## src/rtl/keycode_pkg.sv

```systemverilog
// Shared constants and types for the keycode event queue.
package keycode_pkg;

  localparam int KEY_W_DEF = 8;

  localparam logic [7:0] KEY_NONE     = 8'h00;
  localparam logic [7:0] KEY_ROLLOVER = 8'h01;

  typedef enum logic [1:0] {IDLE, REL, PRS, COMMIT} scan_state_t;

  typedef struct packed {
    logic                 press;
    logic [KEY_W_DEF-1:0] code;
  } key_evt_t;

endpackage

```

## src/rtl/sync_fifo.sv

```systemverilog
// Show-ahead event FIFO with sticky overflow; a push on a full FIFO is only
// accepted when a pop frees a slot in the same cycle.
module sync_fifo #(
  parameter int WIDTH = 9,
  parameter int DEPTH = 16
) (
  input  logic                   clk,
  input  logic                   rst,
  input  logic                   push,
  input  logic [WIDTH-1:0]       push_data,
  input  logic                   pop,
  input  logic                   clear_overflow,
  output logic                   head_valid,
  output logic [WIDTH-1:0]       head_data,
  output logic [$clog2(DEPTH):0] count,
  output logic                   overflow
);

  localparam int AW = $clog2(DEPTH);
  localparam logic [AW:0] FULL = (AW+1)'(DEPTH);

  logic [WIDTH-1:0] mem [DEPTH];
  logic [AW-1:0]    wr_ptr, rd_ptr;
  logic             do_push, do_pop;

  assign do_pop     = pop && (count != '0);
  assign do_push    = push && ((count != FULL) || do_pop);
  assign head_valid = (count != '0);
  assign head_data  = head_valid ? mem[rd_ptr] : '0;

  always_ff @(posedge clk or posedge rst) begin
    if (rst) begin
      wr_ptr   <= '0;
      rd_ptr   <= '0;
      count    <= '0;
      overflow <= 1'b0;
    end else begin
      if (do_push) wr_ptr <= wr_ptr + 1'b1;
      if (do_pop)  rd_ptr <= rd_ptr + 1'b1;
      count <= count + (AW+1)'(do_push) - (AW+1)'(do_pop);
      // clear wins over a drop in the same cycle
      if (clear_overflow)
        overflow <= 1'b0;
      else if (push && !do_push)
        overflow <= 1'b1;
    end
  end

  always_ff @(posedge clk) begin
    if (do_push) mem[wr_ptr] <= push_data;
  end

endmodule

```

## src/rtl/keycode_event_queue.sv

```systemverilog
// Diffs each HID report against the previous one and queues release events
// (slot order) followed by press events (slot order).
//   state  | meaning
//   IDLE   | waiting for a pending or strobed report
//   REL    | slot idx of prev checked for release
//   PRS    | slot idx of cur checked for press
//   COMMIT | prev <= cur
module keycode_event_queue
  import keycode_pkg::*;
#(
  parameter int NUM_KEYS = 6,
  parameter int KEY_W    = 8,
  parameter int DEPTH    = 16
) (
  input  logic                      Clk,
  input  logic                      Reset,
  input  logic [NUM_KEYS*KEY_W-1:0] keycodes_in,
  input  logic                      report_strobe,
  output logic                      evt_valid,
  input  logic                      evt_ready,
  output logic [KEY_W-1:0]          evt_code,
  output logic                      evt_press,
  output logic [$clog2(DEPTH):0]    evt_count,
  output logic                      overflow,
  input  logic                      clear_overflow,
  output logic                      busy
);

  localparam int IDX_W = (NUM_KEYS > 1) ? $clog2(NUM_KEYS) : 1;
  localparam logic [IDX_W-1:0] LAST_IDX = IDX_W'(NUM_KEYS - 1);
  localparam logic [KEY_W-1:0] K_NONE   = KEY_W'(KEY_NONE);
  localparam logic [KEY_W-1:0] K_ROLL   = KEY_W'(KEY_ROLLOVER);

  scan_state_t      state, state_nxt;
  logic [IDX_W-1:0] idx, idx_nxt;
  logic [KEY_W-1:0] prev_r [NUM_KEYS];
  logic [KEY_W-1:0] cur_r  [NUM_KEYS];
  logic [KEY_W-1:0] pend_r [NUM_KEYS];
  logic [KEY_W-1:0] in_key [NUM_KEYS];
  logic             pend_flag;
  logic             is_rollover, accept;
  logic             load_cur, commit, evt_push;
  logic [KEY_W-1:0] scan_key;
  logic             in_other, in_prefix;
  logic [KEY_W:0]   head_data;

  always_comb begin
    is_rollover = 1'b1;
    for (int i = 0; i < NUM_KEYS; i++) begin
      in_key[i] = keycodes_in[i*KEY_W +: KEY_W];
      if (in_key[i] != K_ROLL) is_rollover = 1'b0;
    end
  end

  // rollover-error reports are dropped at the door so they never reach pending
  assign accept = report_strobe && !is_rollover;

  // membership: key against the other report, and against earlier slots of its own
  always_comb begin
    scan_key  = (state == PRS) ? cur_r[idx] : prev_r[idx];
    in_other  = 1'b0;
    in_prefix = 1'b0;
    for (int i = 0; i < NUM_KEYS; i++) begin
      if (state == PRS) begin
        if (prev_r[i] == scan_key) in_other = 1'b1;
        if (IDX_W'(i) < idx && cur_r[i] == scan_key) in_prefix = 1'b1;
      end else begin
        if (cur_r[i] == scan_key) in_other = 1'b1;
        if (IDX_W'(i) < idx && prev_r[i] == scan_key) in_prefix = 1'b1;
      end
    end
  end

  always_ff @(posedge Clk or posedge Reset) begin
    if (Reset) begin
      state <= IDLE;
      idx   <= '0;
    end else begin
      state <= state_nxt;
      idx   <= idx_nxt;
    end
  end

  always_comb begin
    state_nxt = state;
    idx_nxt   = idx;
    load_cur  = 1'b0;
    commit    = 1'b0;
    evt_push  = 1'b0;
    case (state)
      IDLE: begin
        if (pend_flag || accept) begin
          load_cur  = 1'b1;
          idx_nxt   = '0;
          state_nxt = REL;
        end
      end
      REL, PRS: begin
        evt_push = (scan_key != K_NONE) && !in_other && !in_prefix;
        if (idx == LAST_IDX) begin
          idx_nxt   = '0;
          state_nxt = (state == REL) ? PRS : COMMIT;
        end else begin
          idx_nxt = idx + 1'b1;
        end
      end
      COMMIT: begin
        commit    = 1'b1;
        state_nxt = IDLE;
      end
      default: state_nxt = IDLE;
    endcase
  end

  always_ff @(posedge Clk or posedge Reset) begin
    if (Reset) begin
      pend_flag <= 1'b0;
      for (int i = 0; i < NUM_KEYS; i++) begin
        prev_r[i] <= K_NONE;
        cur_r[i]  <= K_NONE;
        pend_r[i] <= K_NONE;
      end
    end else begin
      // last strobe wins while a scan is running or another report waits
      if (accept && (state != IDLE || pend_flag))
        pend_flag <= 1'b1;
      else if (load_cur)
        pend_flag <= 1'b0;
      for (int i = 0; i < NUM_KEYS; i++) begin
        if (accept && (state != IDLE || pend_flag)) pend_r[i] <= in_key[i];
        if (load_cur) cur_r[i] <= pend_flag ? pend_r[i] : in_key[i];
        if (commit)   prev_r[i] <= cur_r[i];
      end
    end
  end

  sync_fifo #(
    .WIDTH (KEY_W + 1),
    .DEPTH (DEPTH)
  ) u_fifo (
    .clk            (Clk),
    .rst            (Reset),
    .push           (evt_push),
    .push_data      ({state == PRS, scan_key}),
    .pop            (evt_ready),
    .clear_overflow (clear_overflow),
    .head_valid     (evt_valid),
    .head_data      (head_data),
    .count          (evt_count),
    .overflow       (overflow)
  );

  assign evt_press = head_data[KEY_W];
  assign evt_code  = head_data[KEY_W-1:0];
  assign busy      = (state != IDLE) || pend_flag;

endmodule

```

## config.mk

```make
export PLATFORM = sky130hd
export DESIGN_NAME = keycode_event_queue
export DESIGN_NICKNAME = d
export VERILOG_FILES = /design/src/rtl/keycode_pkg.sv /design/src/rtl/sync_fifo.sv /design/src/rtl/keycode_event_queue.sv
export SDC_FILE = /design/constraint.sdc
export NUM_CORES = 1
export LEC_CHECK = 0
export BUFFER_PORTS_ARGS = -buffer_cell sky130_fd_sc_hd__buf_4
export CORE_ASPECT_RATIO = 0.9
export CORE_MARGIN = 1.5
export CORE_UTILIZATION = 62
export DETAILED_ROUTE_END_ITERATION = 10
export GPL_ROUTABILITY_DRIVEN = 0
export GPL_TIMING_DRIVEN = 0
export PLACE_DENSITY = 0.8
export SLEW_MARGIN = 15
export SYNTH_ARGS = -nofsm -noshare
export SYNTH_HDL_FRONTEND = slang
export SYNTH_SLANG_ARGS = --single-unit
```

## constraint.sdc

```tcl
create_clock -name Clk -period 5.3 [get_ports Clk]
set_input_delay 0.265 -clock Clk [delete_from_list [all_inputs] [get_ports Clk]]
set_output_delay 0.265 -clock Clk [all_outputs]
set_load 0.02 [all_outputs]
```

# Word level (Yosys, flattened, before mapping)
# Memories as Yosys holds them, arrays and structs flattened.
# Index checks and enable logic that the tools add are counted.
# word_totals
mem_bits_rw	144
inputBits	53
memories	1
reg_bits	164
# memory_table
name	depth	width	rd	rd_ports_with_merged_regs	wr	line_no	rtl
u_fifo.mem	16	9	1	0	1	sync_fifo.sv:22	logic [WIDTH-1:0] mem [DEPTH];
# op_classes
reduce_logical	36
n_lt_le_gt_ge	7
n_bitwise	1
n_mux	73
eq_ne	25
add_sub_neg	5
# ops
operator	n
equality test 8 bit	12
2-to-1 mux 8 bit	11
2-to-1 mux 1 bit	53
binary-select mux 8 bit (select 3 bit)	2
!= test 8 x 1 -> 1 bit, second input constant	6
logical AND 1 bit	19
2-to-1 mux 9 bit	1
adder 4 x 1 -> 4 bit, second input constant	2
nonzero test 2 bit	4
nonzero test 8 bit	1
less-than comparator 1 x 3 -> 1 bit, first input constant	2
less-than comparator 2 x 3 -> 1 bit, first input constant	2
less-than comparator 3 bit, first input constant	2
2-to-1 mux 3 bit	2
case mux 2 bit (3 select lines)	1
case mux 3 bit (2 select lines)	1
adder 5 x 1 -> 5 bit	1
!= test 5 bit, second input constant	1
nonzero test 5 bit	1
subtractor 5 x 1 -> 5 bit	1
equality test 2 bit, second input constant	2
greater-or-equal comparator 4 bit, second input constant	1
zero test 1 bit	4
2-to-1 mux 2 bit	2
9 further kinds	13

# Logic depth before layout (Yosys ltp)
# depth
word_depth	27
ltp_mapped	22
mapped_depth_nobuf	18

# By module
# Synthesis repeated with hierarchy kept, for this count alone.
# unflattened
hier_cells	1035
area_unflattened_um2	14946.8
# by_module_without_submodules
mod	instances	cells_each	seq_area_each_um2	area_each_um2
keycode_event_queue	1	713	3753.6	8444.3
sync_fifo	1	322	4674.5	6502.5

# Worst setup path before layout
# No wires, ideal clock.
# synth_timing
kind	register to register
startpoint	register state[0]
endpoint	memory u_fifo.mem[4][0], enable pin
period_less_slack_ns	4.697
arrival_ns	4.308
path_stages_with_launch	16
slack_ns	0.603
path_buffers	3
t_required_ns	4.911
path_cell_list	dfrtp_1 -> inv_1 -> ha_1 -> clkbuf_1 -> clkbuf_1 -> nor4_1 -> buf_2 -> nor2_4 -> xor2_1 -> nor4_1 -> a21oi_1 -> nor4bb_1 -> o211ai_1 -> nor4b_4 -> nand2_1 -> nor3b_1
# synth_between
elab_chain_cells	22
elab_cells_between_ends	73
# synth_rtl
item	line_no	rtl
from (decl)	keycode_event_queue.sv:34	scan_state_t state, state_nxt;
from (signal assigned)	keycode_event_queue.sv:79	state <= state_nxt;
equality test 2 bit (*)	n/a	
via u_fifo.push_data[8]	sync_fifo.sv:10	input logic [WIDTH-1:0] push_data,
2-to-1 mux 8 bit (*)	keycode_event_queue.sv:60	scan_key = (state == PRS) ? cur_r[idx] : prev_r[idx];
via scan_key[7]	keycode_event_queue.sv:43	logic [KEY_W-1:0] scan_key;
equality test 8 bit, on equally long branches	n/a	
2-to-1 mux 1 bit, or another cell as far along	keycode_event_queue.sv:68	if (cur_r[i] == scan_key) in_other = 1'b1;
2-to-1 mux 1 bit, on equally long branches	keycode_event_queue.sv:64, keycode_event_queue.sv:66, keycode_event_queue.sv:69	
2-to-1 mux 1 bit, on equally long branches	keycode_event_queue.sv:68, keycode_event_queue.sv:64, keycode_event_queue.sv:65	
(+9 left out)	n/a	
zero test 1 bit / 2-to-1 mux 1 bit (equally long branches)	keycode_event_queue.sv:99, keycode_event_queue.sv:64	
logical AND 1 bit / zero test 1 bit (equally long branches)	keycode_event_queue.sv:99	evt_push = (scan_key != K_NONE) && !in_other && !in_prefix;
logical AND 1 bit (*)	keycode_event_queue.sv:99	
2-to-1 mux 1 bit (*)	keycode_event_queue.sv:90	case (state)
logical AND 1 bit (*)	sync_fifo.sv:27	assign do_push = push && ((count != FULL) || do_pop);
via u_fifo.do_push	sync_fifo.sv:24	logic do_push, do_pop;
2-to-1 mux 1 bit (*)	sync_fifo.sv:50	if (do_push) mem[wr_ptr] <= push_data;
2-to-1 mux 1 bit (implied by the code) (*)	sync_fifo.sv:50	
to (decl)	sync_fifo.sv:22	
# The timed path passes the listed nets; every way through them passes the cells marked *.

# Worst setup path in the final report
# layout_timing
startpoint	register idx[0]
endpoint	memory u_fifo.mem[5][4], enable pin
# layout_between
elab_chain_cells	25
elab_cells_between_ends	83
# layout_rtl
item	line_no	rtl
from (decl)	keycode_event_queue.sv:35	logic [IDX_W-1:0] idx, idx_nxt;
from (signal assigned)	keycode_event_queue.sv:80	idx <= idx_nxt;
NOT 3 -> 4 bit (implied by the code) (*)	keycode_event_queue.sv:60	
binary-select mux 8 bit (select 3 bit)	keycode_event_queue.sv:60	
2-to-1 mux 8 bit (implied by the code) (2 in a row)	keycode_event_queue.sv:60	
2-to-1 mux 8 bit (*)	keycode_event_queue.sv:60	
via scan_key[5]	keycode_event_queue.sv:43	
equality test 8 bit, on equally long branches	n/a	
2-to-1 mux 1 bit, or another cell as far along	keycode_event_queue.sv:68	
2-to-1 mux 1 bit, on equally long branches	keycode_event_queue.sv:64, keycode_event_queue.sv:66, keycode_event_queue.sv:69	
(+10 left out)	n/a	
zero test 1 bit / 2-to-1 mux 1 bit (equally long branches)	keycode_event_queue.sv:99, keycode_event_queue.sv:64	
logical AND 1 bit / zero test 1 bit (equally long branches)	keycode_event_queue.sv:99	
logical AND 1 bit (*)	keycode_event_queue.sv:99	
2-to-1 mux 1 bit (*)	keycode_event_queue.sv:90	
logical AND 1 bit (*)	sync_fifo.sv:27	
via u_fifo.do_push	sync_fifo.sv:24	
2-to-1 mux 1 bit (*)	sync_fifo.sv:50	
2-to-1 mux 1 bit (implied by the code) (*)	sync_fifo.sv:50	
# The timed path passes the listed nets; every way through them passes the cells marked *. The select of a mux whose other input is x is not followed.

==> metrics.yaml <==
min_path:
  min_to: "u_fifo.overflow"
  hold_path.class: "in2reg"
  hold_start: "evt_ready"
  min_delay_path_depth: 4
finish:
  final_layout_size_suffix_gt1_share_pct: 20.8
  n_antenna_cell: 0
  register_area_um2: 8430
  final-instance-count-excl-fill: 1704
  area_delta_synth_final_pct: 17.5
  nets: 1441
  multiInputGateArea_um2: 6340
  fillers: 1514
  fin_area_um2: 17900
drt:
  drt-wirelength-per-cell_um: 26.1
  drc: 0
  postRouteAntennaNets: 0
  drt_iter0_drc: 1481
  drt_first_pass_iters: 9
  viasPerCell: 6.76
  vias: 11500
  wirelength_mm: 44.5
pwr:
  power_mw: 12.9
  clkPwrFrac_pct: 17.9
  p_sw_mw: 5.55
  p_seq_share_pct: 32.7
  powerDensity_nw_per_um2: 722
  sw_frac_of_total_pct: 43.0
  combPwrFrac_pct: 49.3
  p_leak_nw: 7.14
  p_int_mw: 7.35
  ir_drop_uv: 347
worst_setup_path:
  critPathMaxFanout: 22
  critPathKind: "reg2reg"
  cp-start-kind: "register"
  r2r-start: "idx[0]"
  path_cells: "buf_4 -> buf_8 -> buf_6 -> mux2i_1 -> nor2_1 -> nor4_4 -> nor2_4 -> xor2_1 -> nor4_1 -> a21oi_1 -> nor4bb_1 -> o211ai_1 -> nor4b_4 -> buf_4 -> nand2_1 -> nor3b_2 -> buf_4"
  crit_buf_inv: 5
  crit_arrival_ns: 5.36
  reg2reg_depth: 17
  worst_path_most_repeated_cell: "buf_4"
  crit_slowest_cell: "nor4_4"
  r2r_end: "u_fifo.mem[5][4]"
  cp.required_ns: 5.56
  crit_family: "simple AND/OR/NAND/NOR gates"
  endpoint_kind: "register"
  critPathLaunch: "idx[0]"
  r2r_slack_ns: 0.20
  cpPeakStageDelay_ns: 0.67
synthesis:
  yosys.cell_types.count: 61
  synth_top_area_share_pct: 28.5
  synthTopCellsByArea: "edfxtp_1, dfrtp_1, mux4_2"
  synth-seq-cells: 308
  synth-edff-count: 144
  synthCells: 1213
  ys_seq_area_share_pct: 55.5
  async_reset_ff_share_pct: 53.2
  ys.flop_type: "dfrtp_1"
  ys_warn_count: 0
  synth_area_leader_cell: "edfxtp_1"
  synthesis.area_um2: 15200
  synthTopCellsByCount: "dfrtp_1, edfxtp_1, o21ai_0, mux2i_1, nand2_1"
  synth.most_common_cell: "dfrtp_1"
  syn_area_per_cell_um2: 12.5
  syn-num-nets: 1282
timing:
  relSlewSlack_pct: 39.6
  hold_viol_final: 0
  skew_ns: 0.0141
  worst_pin_slew_ns: 0.898
  setup_tns_ns: 0
  slew_violations: 0
  rsz0062_at_grt: "false"
  timing.hold.ws_ns: 0.122
  finalSetupViolCount: 0
  period_minus_slack_ns: 5.10
  timing.fmax_mhz: 196
  finalCritPeriodShare_pct: 96.3
place:
  detailed_place_hpwl_mm: 28.9
  numPortBuffers: 69
  dp_cells: 1595
  dpl-instance-area_um2: 16200
floorplanning:
  die_w_um: 168
  dieArea_um2: 25500
  start_util_pct: 62.8
  io_pins: 70
  core_area_um2: 24200
  die_h_um: 152
  row_count: 54
clock_tree:
  clk_latency_ns: 0.56
  cts_sinks: 308
  htreeDepth: 1
  cts.clk_slew.worst_paths_ns: 0.06
  cts_tree: "done"
  cts_buffer_depth: 3
  cts-root-buf: "clkbuf_16"
  cts_made_buffers: 30
run:
  maxCapViolations: 0
run_status:
  status: "finished clean"
global_routing:
  grt_pass1_wl_mm: 67.3
  antenna_found_initial: 1
  grt_max_degree: 110
  grtUsageTotal_pct: 35.7
  grt_overflow: 0
  first_global_vias: 11400
==> layout make-up <==
class	instances	area share, %
buffer	74	1.93
clock buffer	40	4.87
clock inverter	16	1.17
inverter	50	1.09
multi-input combinational	782	35.5
sequential	308	47.2
tap	308	2.16
timing repair buffer	126	6.11
==> stage by stage <==
step                      util, %  setup slack [ns]
after global routing         73.8           0.00327
after floorplan                 -             0.602
after global placement       66.6             -1.57
final                        73.8             0.198
after detailed placement     67.0             -1.05
after CTS                    73.8             0.264
==> per-layer routing <==
metal,track usage (%),wire (um)
met5,0,12
met4,16.1,2110
met3,8.83,5230
met2,55.7,20200
met1,48.2,16900
==> how the worst max path moves through the flow <==
| stage | end | cells after the start |
|---|---|---|
| final | u_fifo.mem[5][4] | 17 |
| after CTS | u_fifo.mem[12][8] | 15 |
| after global routing | u_fifo.mem[5][4] | 17 |
| after global placement | u_fifo.mem[4][4] | 15 |
| after detailed placement | u_fifo.mem[13][0] | 15 |
| after floorplan | cur_r[0] | 1 |
==> cells in the final DEF, fill, tap and decap left out, types with 31 or more instances in the layout <==
cell type,count
dfrtp_1,164
mux2i_1,97
inv_1,49
nor2_1,37
edfxtp_1,144
buf_4,77
mux4_2,45
nor3_1,44
clkbuf_1,44
mux2_2,65
dlygate4sd3_1,50
xnor2_1,40
nand2_1,97
clkbuf_16,31
o21ai_0,109
==> power by group through the flow <==
stage	registers (mW)	logic, mW	clock network [mW]
after global placement	4.15	5.69	0
after global routing	4.26	6.71	2.41
after detailed placement	4.19	5.93	0
final	4.22	6.36	2.31
after CTS	4.16	6.17	2.32
after floorplan	3.94	4.21	0
==> sequential cells by signal, summed over array words and instances, names as in the netlist, 3 cells and up <==
register	flops
prev_r	48
u_fifo.wr_ptr	4
idx	3
u_fifo.mem	144
u_fifo.count	5
u_fifo.rd_ptr	4
pend_r	48
cur_r	48
==> what timing repair did <==
| item | in CTS | in global routing |
|---|---|---|
| gates resized for setup | 7 | 3 |
| hold endpoints to repair | 104 | 0 |
| hold buffers | 50 | 0 |
| setup endpoints to repair | 152 | 85 |
| pin swaps | 3 | 1 |
| cloned | 2 | 0 |
| setup buffers | 2 | 0 |
==> worst min-delay path, cell delays in order <==
cell     delay, ns
buf_4         0.08
nor3b_1       0.08
a31oi_1       0.17
nor2_1        0.04
==> cells by family after synthesis <==
kind of cell	Yosys count	synth area share, %
buf+inv	125	3.51
fa+ha+maj	17	1.43
xor+xnor	50	2.88
simple gates	317	11.5
flops	308	55.5
compound gates	189	7.36
mux	207	17.9
No activity file was read; power rests on OpenSTA's default activity.
